--- src/rtl/mem_port_arbiter.sv ---
// mem_port_arbiter: shares one single-ported 32-bit memory between the CPU
// instruction-fetch port and its data port. Each access runs
// IDLE -> ISSUE -> (WAIT) -> RESP -> IDLE. In a conflict data wins, but fetch
// is forced through after STARVE_LIMIT consecutive losses.
// Optional macro MEM_PORT_ARBITER_STATS_EN adds grant/conflict counters.
module mem_port_arbiter #(
  parameter int MEM_LATENCY  = 2,
  parameter int STARVE_LIMIT = 3
) (
  input  logic        i_clk,
  input  logic        i_reset,
  input  logic        i_if_req,
  input  logic [15:0] i_if_addr,
  output logic        o_if_ready,
  output logic [31:0] o_if_data,
  input  logic        i_d_req,
  input  logic        i_d_rw,
  input  logic [15:0] i_d_addr,
  input  logic [31:0] i_d_wdata,
  output logic        o_d_ready,
  output logic [31:0] o_d_rdata,
  output logic        o_mem_valid,
  output logic        o_mem_rw,
  output logic [15:0] o_mem_addr,
  output logic [31:0] o_mem_wdata,
  input  logic [31:0] i_mem_rdata,
`ifdef MEM_PORT_ARBITER_STATS_EN
  output logic [15:0] o_stat_grants,
  output logic [15:0] o_stat_conflicts,
`endif
  output logic        o_stall
);

  localparam int WAIT_W   = (MEM_LATENCY > 1) ? $clog2(MEM_LATENCY + 1) : 1;
  localparam int STARVE_W = (STARVE_LIMIT > 1) ? $clog2(STARVE_LIMIT + 1) : 1;

  typedef enum logic [1:0] {
    IDLE  = 2'd0,
    ISSUE = 2'd1,
    WAIT  = 2'd2,
    RESP  = 2'd3
  } state_t;

  state_t              state_reg;
  logic                grant_d_reg;     // 1: current access belongs to the data port
  logic [STARVE_W-1:0] starve_cnt_reg;  // consecutive fetch losses in conflicts
  logic [WAIT_W-1:0]   wait_cnt_reg;    // remaining read-latency cycles
  logic                both_req;
  logic                pick_data;

  // Arbitration decision for the current IDLE cycle
  always_comb begin
    both_req  = i_if_req & i_d_req;
    pick_data = i_d_req & (~i_if_req | (starve_cnt_reg < STARVE_W'(STARVE_LIMIT)));
  end

  // Pipeline freezes while any request is still waiting for its ready pulse
  assign o_stall = (i_if_req & ~o_if_ready) | (i_d_req & ~o_d_ready);

  // Access sequencer with registered memory command and response outputs
  always_ff @(posedge i_clk) begin
    if (i_reset) begin
      state_reg      <= IDLE;
      grant_d_reg    <= 1'b0;
      starve_cnt_reg <= '0;
      wait_cnt_reg   <= '0;
      o_mem_valid    <= 1'b0;
      o_mem_rw       <= 1'b0;
      o_mem_addr     <= '0;
      o_mem_wdata    <= '0;
      o_if_ready     <= 1'b0;
      o_if_data      <= '0;
      o_d_ready      <= 1'b0;
      o_d_rdata      <= '0;
    end else begin
      // Command fields and ready strobes are single-cycle; data outputs hold
      o_mem_valid <= 1'b0;
      o_mem_rw    <= 1'b0;
      o_mem_addr  <= '0;
      o_mem_wdata <= '0;
      o_if_ready  <= 1'b0;
      o_d_ready   <= 1'b0;
      case (state_reg)
        IDLE: begin
          if (i_if_req | i_d_req) begin
            state_reg   <= ISSUE;
            grant_d_reg <= pick_data;
            o_mem_valid <= 1'b1;
            if (pick_data) begin
              o_mem_rw    <= i_d_rw;
              o_mem_addr  <= i_d_addr;
              o_mem_wdata <= i_d_wdata;
            end else begin
              // A fetch is always a read with no write data
              o_mem_addr  <= i_if_addr;
            end
            if (!pick_data) begin
              starve_cnt_reg <= '0;
            end else if (both_req && (starve_cnt_reg < STARVE_W'(STARVE_LIMIT))) begin
              starve_cnt_reg <= starve_cnt_reg + STARVE_W'(1);
            end
          end
        end
        ISSUE: begin
          if (o_mem_rw) begin
            // Writes complete as soon as the strobe has been issued
            state_reg <= RESP;
            if (grant_d_reg) o_d_ready  <= 1'b1;
            else             o_if_ready <= 1'b1;
          end else begin
            state_reg    <= WAIT;
            wait_cnt_reg <= WAIT_W'(MEM_LATENCY);
          end
        end
        WAIT: begin
          if (wait_cnt_reg == WAIT_W'(1)) begin
            state_reg <= RESP;
            if (grant_d_reg) begin
              o_d_ready <= 1'b1;
              o_d_rdata <= i_mem_rdata;
            end else begin
              o_if_ready <= 1'b1;
              o_if_data  <= i_mem_rdata;
            end
          end else begin
            wait_cnt_reg <= wait_cnt_reg - WAIT_W'(1);
          end
        end
        RESP: begin
          state_reg <= IDLE;
        end
        default: begin
          state_reg <= IDLE;
        end
      endcase
    end
  end

`ifdef MEM_PORT_ARBITER_STATS_EN
  logic [15:0] grants_reg;
  logic [15:0] conflicts_reg;

  // Free-running (wrapping) counts of grants and of IDLE-cycle conflicts
  always_ff @(posedge i_clk) begin
    if (i_reset) begin
      grants_reg    <= '0;
      conflicts_reg <= '0;
    end else if (state_reg == IDLE) begin
      if (i_if_req | i_d_req) grants_reg    <= grants_reg + 16'd1;
      if (both_req)           conflicts_reg <= conflicts_reg + 16'd1;
    end
  end

  assign o_stat_grants    = grants_reg;
  assign o_stat_conflicts = conflicts_reg;
`endif

endmodule

--- config.mk ---
export PLATFORM = sky130hd
export DESIGN_NAME = mem_port_arbiter
export DESIGN_NICKNAME = d
export VERILOG_FILES = /design/src/rtl/mem_port_arbiter.sv
export SDC_FILE = /design/constraint.sdc
export NUM_CORES = 1
export LEC_CHECK = 0
export ABC_AREA = 1
export CAP_MARGIN = 25
export CORE_AREA = 2 2 106 108
export CTS_BUF_LIST = sky130_fd_sc_hd__clkbuf_4 sky130_fd_sc_hd__clkbuf_8 sky130_fd_sc_hd__clkbuf_16
export DETAILED_ROUTE_END_ITERATION = 8
export DIE_AREA = 0 0 108 110
export DONT_BUFFER_PORTS = 1
export PLACE_DENSITY = 0.51
export SLEW_MARGIN = 10
export SYNTH_ARGS = -nofsm -noshare
export SYNTH_HDL_FRONTEND = slang
export SYNTH_SLANG_ARGS = --single-unit
--- constraint.sdc ---
create_clock -name i_clk -period 3.4 [get_ports i_clk]
set_clock_uncertainty 0.1 [all_clocks]
set_input_delay 0.34 -clock i_clk [delete_from_list [all_inputs] [get_ports i_clk]]
set_output_delay 0.34 -clock i_clk [all_outputs]
set_load 0.1 [all_outputs]
# After elaboration in Yosys (flattened, before gate mapping)
# Index checks and enable logic that the tools add are counted.
[word_totals] regBits=123 latchBits=0 mem_bits_rw=0 mem_bits_ro=0 wordCells=69 memories=0
[classes] addsub=2 mul=0 div=0 order_cmp=1 n_eq_ne=9 n_shift=0 n_mux=19 bitwise_logic=14 reduce_logical=12
[ops] op="16-bit two-way mux" n=1
[ops] op="2-bit two-way mux" n=6
[ops] op="3-bit AND reduction" n=4
[ops] op="1-bit two-way mux" n=8
[ops] op="2-bit inequality test (second input constant)" n=4
[ops] op="2-bit one-hot mux with 4 select lines" n=1
[ops] op="1-bit inverter" n=7
[ops] op="1-bit AND" n=4
[ops] op="2-bit by 1-bit equality test with 1-bit output (second input constant)" n=2
[ops] op="2-bit equality test (second input constant)" n=2
[ops] op="1-bit one-hot mux with 2 select lines" n=2
[ops] op="2-bit one-hot mux with 2 select lines" n=1
[ops] op="2-bit AND reduction" n=2
[ops] op="4-bit OR reduction" n=1
[ops] op="1-bit OR" n=3
[ops] op="3-bit OR reduction" n=1
[ops] op="2-bit by 1-bit adder with 2-bit output (second input constant)" n=1
[ops] op="2-bit zero test" n=1
[ops] op="2-bit less-than comparator (second input constant)" n=1
[ops] op="2-bit by 1-bit inequality test with 1-bit output (second input constant)" n=1
[ops] op="2-bit nonzero test" n=1
[ops] op="2-bit OR reduction" n=1
[ops] op="2-bit by 1-bit subtractor with 2-bit output (second input constant)" n=1
[ops] op="1-bit logical AND" n=1

# Depth between registers and ports, before layout
[depth] word_depth=5 depth_mapped=8 ltp_nobuf=8

# Least setup slack after synthesis
# No wires, ideal clock.
[synth_timing] kind="register to output" startpoint="register o_d_ready" endpoint="output port o_stall" arrival_ps=2267 required_ps=2960 slack_ps=693 stages_incl_launch_ff=2 cell_sequence="dfxtp_1 o22ai_1"
[synth_between] elab_chain_cells=3
[synth_lines] item="from (decl)" line_no="20" text="output logic o_d_ready,"
[synth_lines] item="from (signal assigned)" line_no="73" text="o_d_ready <= 1'b0;"
[synth_lines] item="from (signal assigned)" line_no="82" text="o_d_ready <= 1'b0;"
[synth_lines] item="from (signal assigned)" line_no="108" text="if (grant_d_reg) o_d_ready <= 1'b1;"
[synth_lines] item="1-bit inverter" line_no="58" text="assign o_stall = (i_if_req & ~o_if_ready) | (i_d_req & ~o_d_ready);"
[synth_lines] item="1-bit AND" line_no="58"
[synth_lines] item="1-bit OR" line_no="58"
[synth_lines] item="to (decl)" line_no="31" text="output logic o_stall"
# No other way between the ends.

# Final worst setup path
[layout_timing] startpoint="register starve_cnt_reg[0]" endpoint="register o_mem_addr[6]"
[layout_between] elab_chain_cells=4
[layout_lines] item="from (decl)" line_no="46" text="logic [STARVE_W-1:0] starve_cnt_reg;"
[layout_lines] item="from (signal assigned)" line_no="100" text="starve_cnt_reg <= starve_cnt_reg + STARVE_W'(1);"
[layout_lines] item="2-bit less-than comparator" line_no="54" text="pick_data = i_d_req & (~i_if_req | (starve_cnt_reg < STARVE_W'(STARVE_LIMIT)));"
[layout_lines] item="1-bit OR" line_no="54"
[layout_lines] item="1-bit AND" line_no="54"
[layout_lines] item="16-bit two-way mux" line_no="89" text="if (pick_data) begin"
[layout_lines] item="to (signal assigned)" line_no="91" text="o_mem_addr <= i_d_addr;"
[layout_lines] item="to (signal assigned)" line_no="95" text="o_mem_addr <= i_if_addr;"
[layout_lines] item="to (decl)" line_no="24" text="output logic [15:0] o_mem_addr,"
# No other way between the ends.
# A chain may end at the register's enable or synchronous reset.

==> qor.csv <==
stage,metric,value,unit
run_status,status,"finished, final reports clean",
clock_network,cts_resized,0,
floorplanning,rows,38,
layout,nets,735,
yosys,syn_nets,636,
route,vias,3675,
yosys,synth.largest_area_cell,dfxtp_1,
yosys,synthCells,530,
yosys,synth_top_area_share,58.0,%
sta,setup_violations,0,
sta,fmax,466,MHz
critical_path,arrival,2.49,ns
sta,final.min_clock_period,2.15,ns
layout,layout_common_cells,"173 x nor2_1, 123 x dfxtp_1, 99 x dlygate4sd3_1",
place,finalWeightedCongestion,0.776,
yosys,synth-edff-count,0,
route,drt-vias-per-instance,4.71,
yosys,synth-async-reset-ratio,0,%
layout,nFillCells,984,
sta,tns,0,ns
critical_path,crit_type,reg2reg,
power,ir_drop,0.380,mV
sta,rsz0062_at_grt,false,
sta,slew-limit-headroom,32.4,%
critical_path,setup.worst_path.start_class,register,
power,p_int,2880,uW
power,clkPwrFrac,36.1,%
yosys,synth_area_leaders,"dfxtp_1 58%, nor2_1 15%, o21ai_0 6.0%",
clock_network,clock_latency,0.51,ns
clock_network,htreeDepth,4,
power,leakagePower,0.00277,uW
clock_network,clockBufferDepth,2,
layout,drive_gt1_share,7.66,%
global_routing,antenna_found_initial,0,
route,firstDrtPassIters,4,
run,cap_violations,0,
floorplanning,fp.dieArea,11900,sq um
layout,fin_util,54.9,%
layout,area_delta_synth_final,38.5,%
yosys,ys_types,22,
power,power_density,793,nW/um^2
route,drt-initial-drc-count,151,
sta,slew_viol_final,0,
global_routing,grt_pass1_vias,3608,
route,wl,11.3,mm
clock_network,path_clk_slew,0.05,ns
critical_path,worstPathRequired,3.75,ns
sta,layout_worst_path_cycle_share,63.1,%
power,swShare,38.2,%
place,dpl.hpwl,7.01,mm
floorplanning,die_w,108,um
floorplanning,io_pins,218,
yosys,syn_avg_cell_area,8.01,sq um
route,ant_nets,0,
global_routing,grt_pass1_wl,17.3,mm
hold_path,hold_class,in2reg,
clock_network,numCtsBuffers,17,
floorplanning,chipHeight,110,um
layout,n_antenna_cell,0,
clock_network,numClockSinks,123,
yosys,synth_seq_cells,123,
critical_path,endpoint_kind,register,
floorplanning,core,10700,sq um
power,p_seq_share,52.6,%
floorplanning,start_util,39.7,%
yosys,synth_warnings,0,
route,drt_drc_violations_left,0,
clock_network,cts_tree,yes,
global_routing,grtUsageTotal,18.7,%
critical_path,cp_max_fo,18,
sta,finalHoldViolations,0,
clock_network,post_cts_buffers,0,
yosys,synth_ff_type,dfxtp_1,
global_routing,grt_overflow,0,
yosys,yosysSeqAreaShare,58.0,%
yosys,netlist_area,4240,sq um
place,placed_area,4330,sq um
clock_network,cts_root_buf,clkbuf_8,
layout,stdcell_area,5880,sq um
route,wl_per_cell,14.4,um
power,pwr-share-comb,11.3,%
clock_network,hold_buffers,99,
layout,layout_commonest_cell,nor2_1,
place,io_buffers,0,
sta,worstMarginPinSlew,1.01,ns
layout,reg.largest.list,"o_d_rdata x32, o_if_data x32, o_mem_wdata x32",
critical_path,reg2reg_slack,1.25,ns
power,netSwitchingPower,1780,uW
global_routing,grt_max_degree,38,
==> logic make-up after synthesis <==
group	after synthesis	synth area share, %
AND/OR/NAND/NOR	234	21.9
flip-flops	123	58.0
buffers and inverters	80	8.23
adder cells (fa/ha/maj)	5	1.47
AO/OA/AOI/OAI	88	10.4
==> layout make-up <==
cell class	instances	area (sq um)	share of cell area, %
flip-flops and latches	123	2460	41.9
multi-input cells	327	1440	24.5
repair buffers	106	1040	17.8
clock buffers	21	457	7.77
inverters	54	203	3.45
well taps	140	175	2.98
clock inverters	9	97.6	1.66
==> worst paths after layout <==
check             cells past startpoint                 to               from
setup / recovery                      7      o_mem_addr[6]  starve_cnt_reg[0]
hold / removal                        4  starve_cnt_reg[0]           i_if_req
setup reg to reg                      7      o_mem_addr[6]  starve_cnt_reg[0]
hold reg to reg                       2  starve_cnt_reg[0]  starve_cnt_reg[0]
==> power by group through the flow <==
stage               clock network, uW  registers [uW]  logic (uW)
global placement                    0            2480         393
floorplan                           0            2480         323
finish                           1680            2450         526
CTS                              1720            2450         528
detailed placement                  0            2480         411
global route                     1790            2470         602
==> Yosys cell counts (2+ instances only) <==
master,n
buf_6,3
buf_2,14
nor3_1,2
nand2_1,48
nand2_2,2
o21ai_1,17
dfxtp_1,123
nor2_4,2
inv_2,5
o21ai_0,51
clkbuf_1,6
nand3_1,5
nor2_1,173
inv_1,49
ha_1,5
a21oi_1,19
==> critical path, cell delays in order, from the launching register on <==
cell	delay, ns
dfxtp_1	0.32
ha_1	0.19
nand2_1	0.09
nand2_2	0.20
inv_2	0.35
nand2_1	0.10
a21oi_1	0.16
dlygate4sd3_1	0.58
==> stage by stage <==
stage	total power, uW	worst slack [ns]	std cells	hold slack, ns
after detailed placement	2890	1.40	651	0.316
final	4660	1.25	780	0.0356
after global routing	4850	1.12	780	0.0723
after CTS	4700	1.26	780	0.00124
after global placement	2870	1.43	651	0.315
after floorplan	2800	0.693	530	0.312
==> layer usage <==
metal  up-vias  part of all wire [%]  global-route usage (%)
li1       1829                     -                       -
met1      1662                    39                    19.8
met4         0                   2.3                    8.79
met5         -                     0                       0
met3        24                    10                    8.94
met2       160                    48                    31.6
Note: power is estimated with default switching activity, not from simulation.
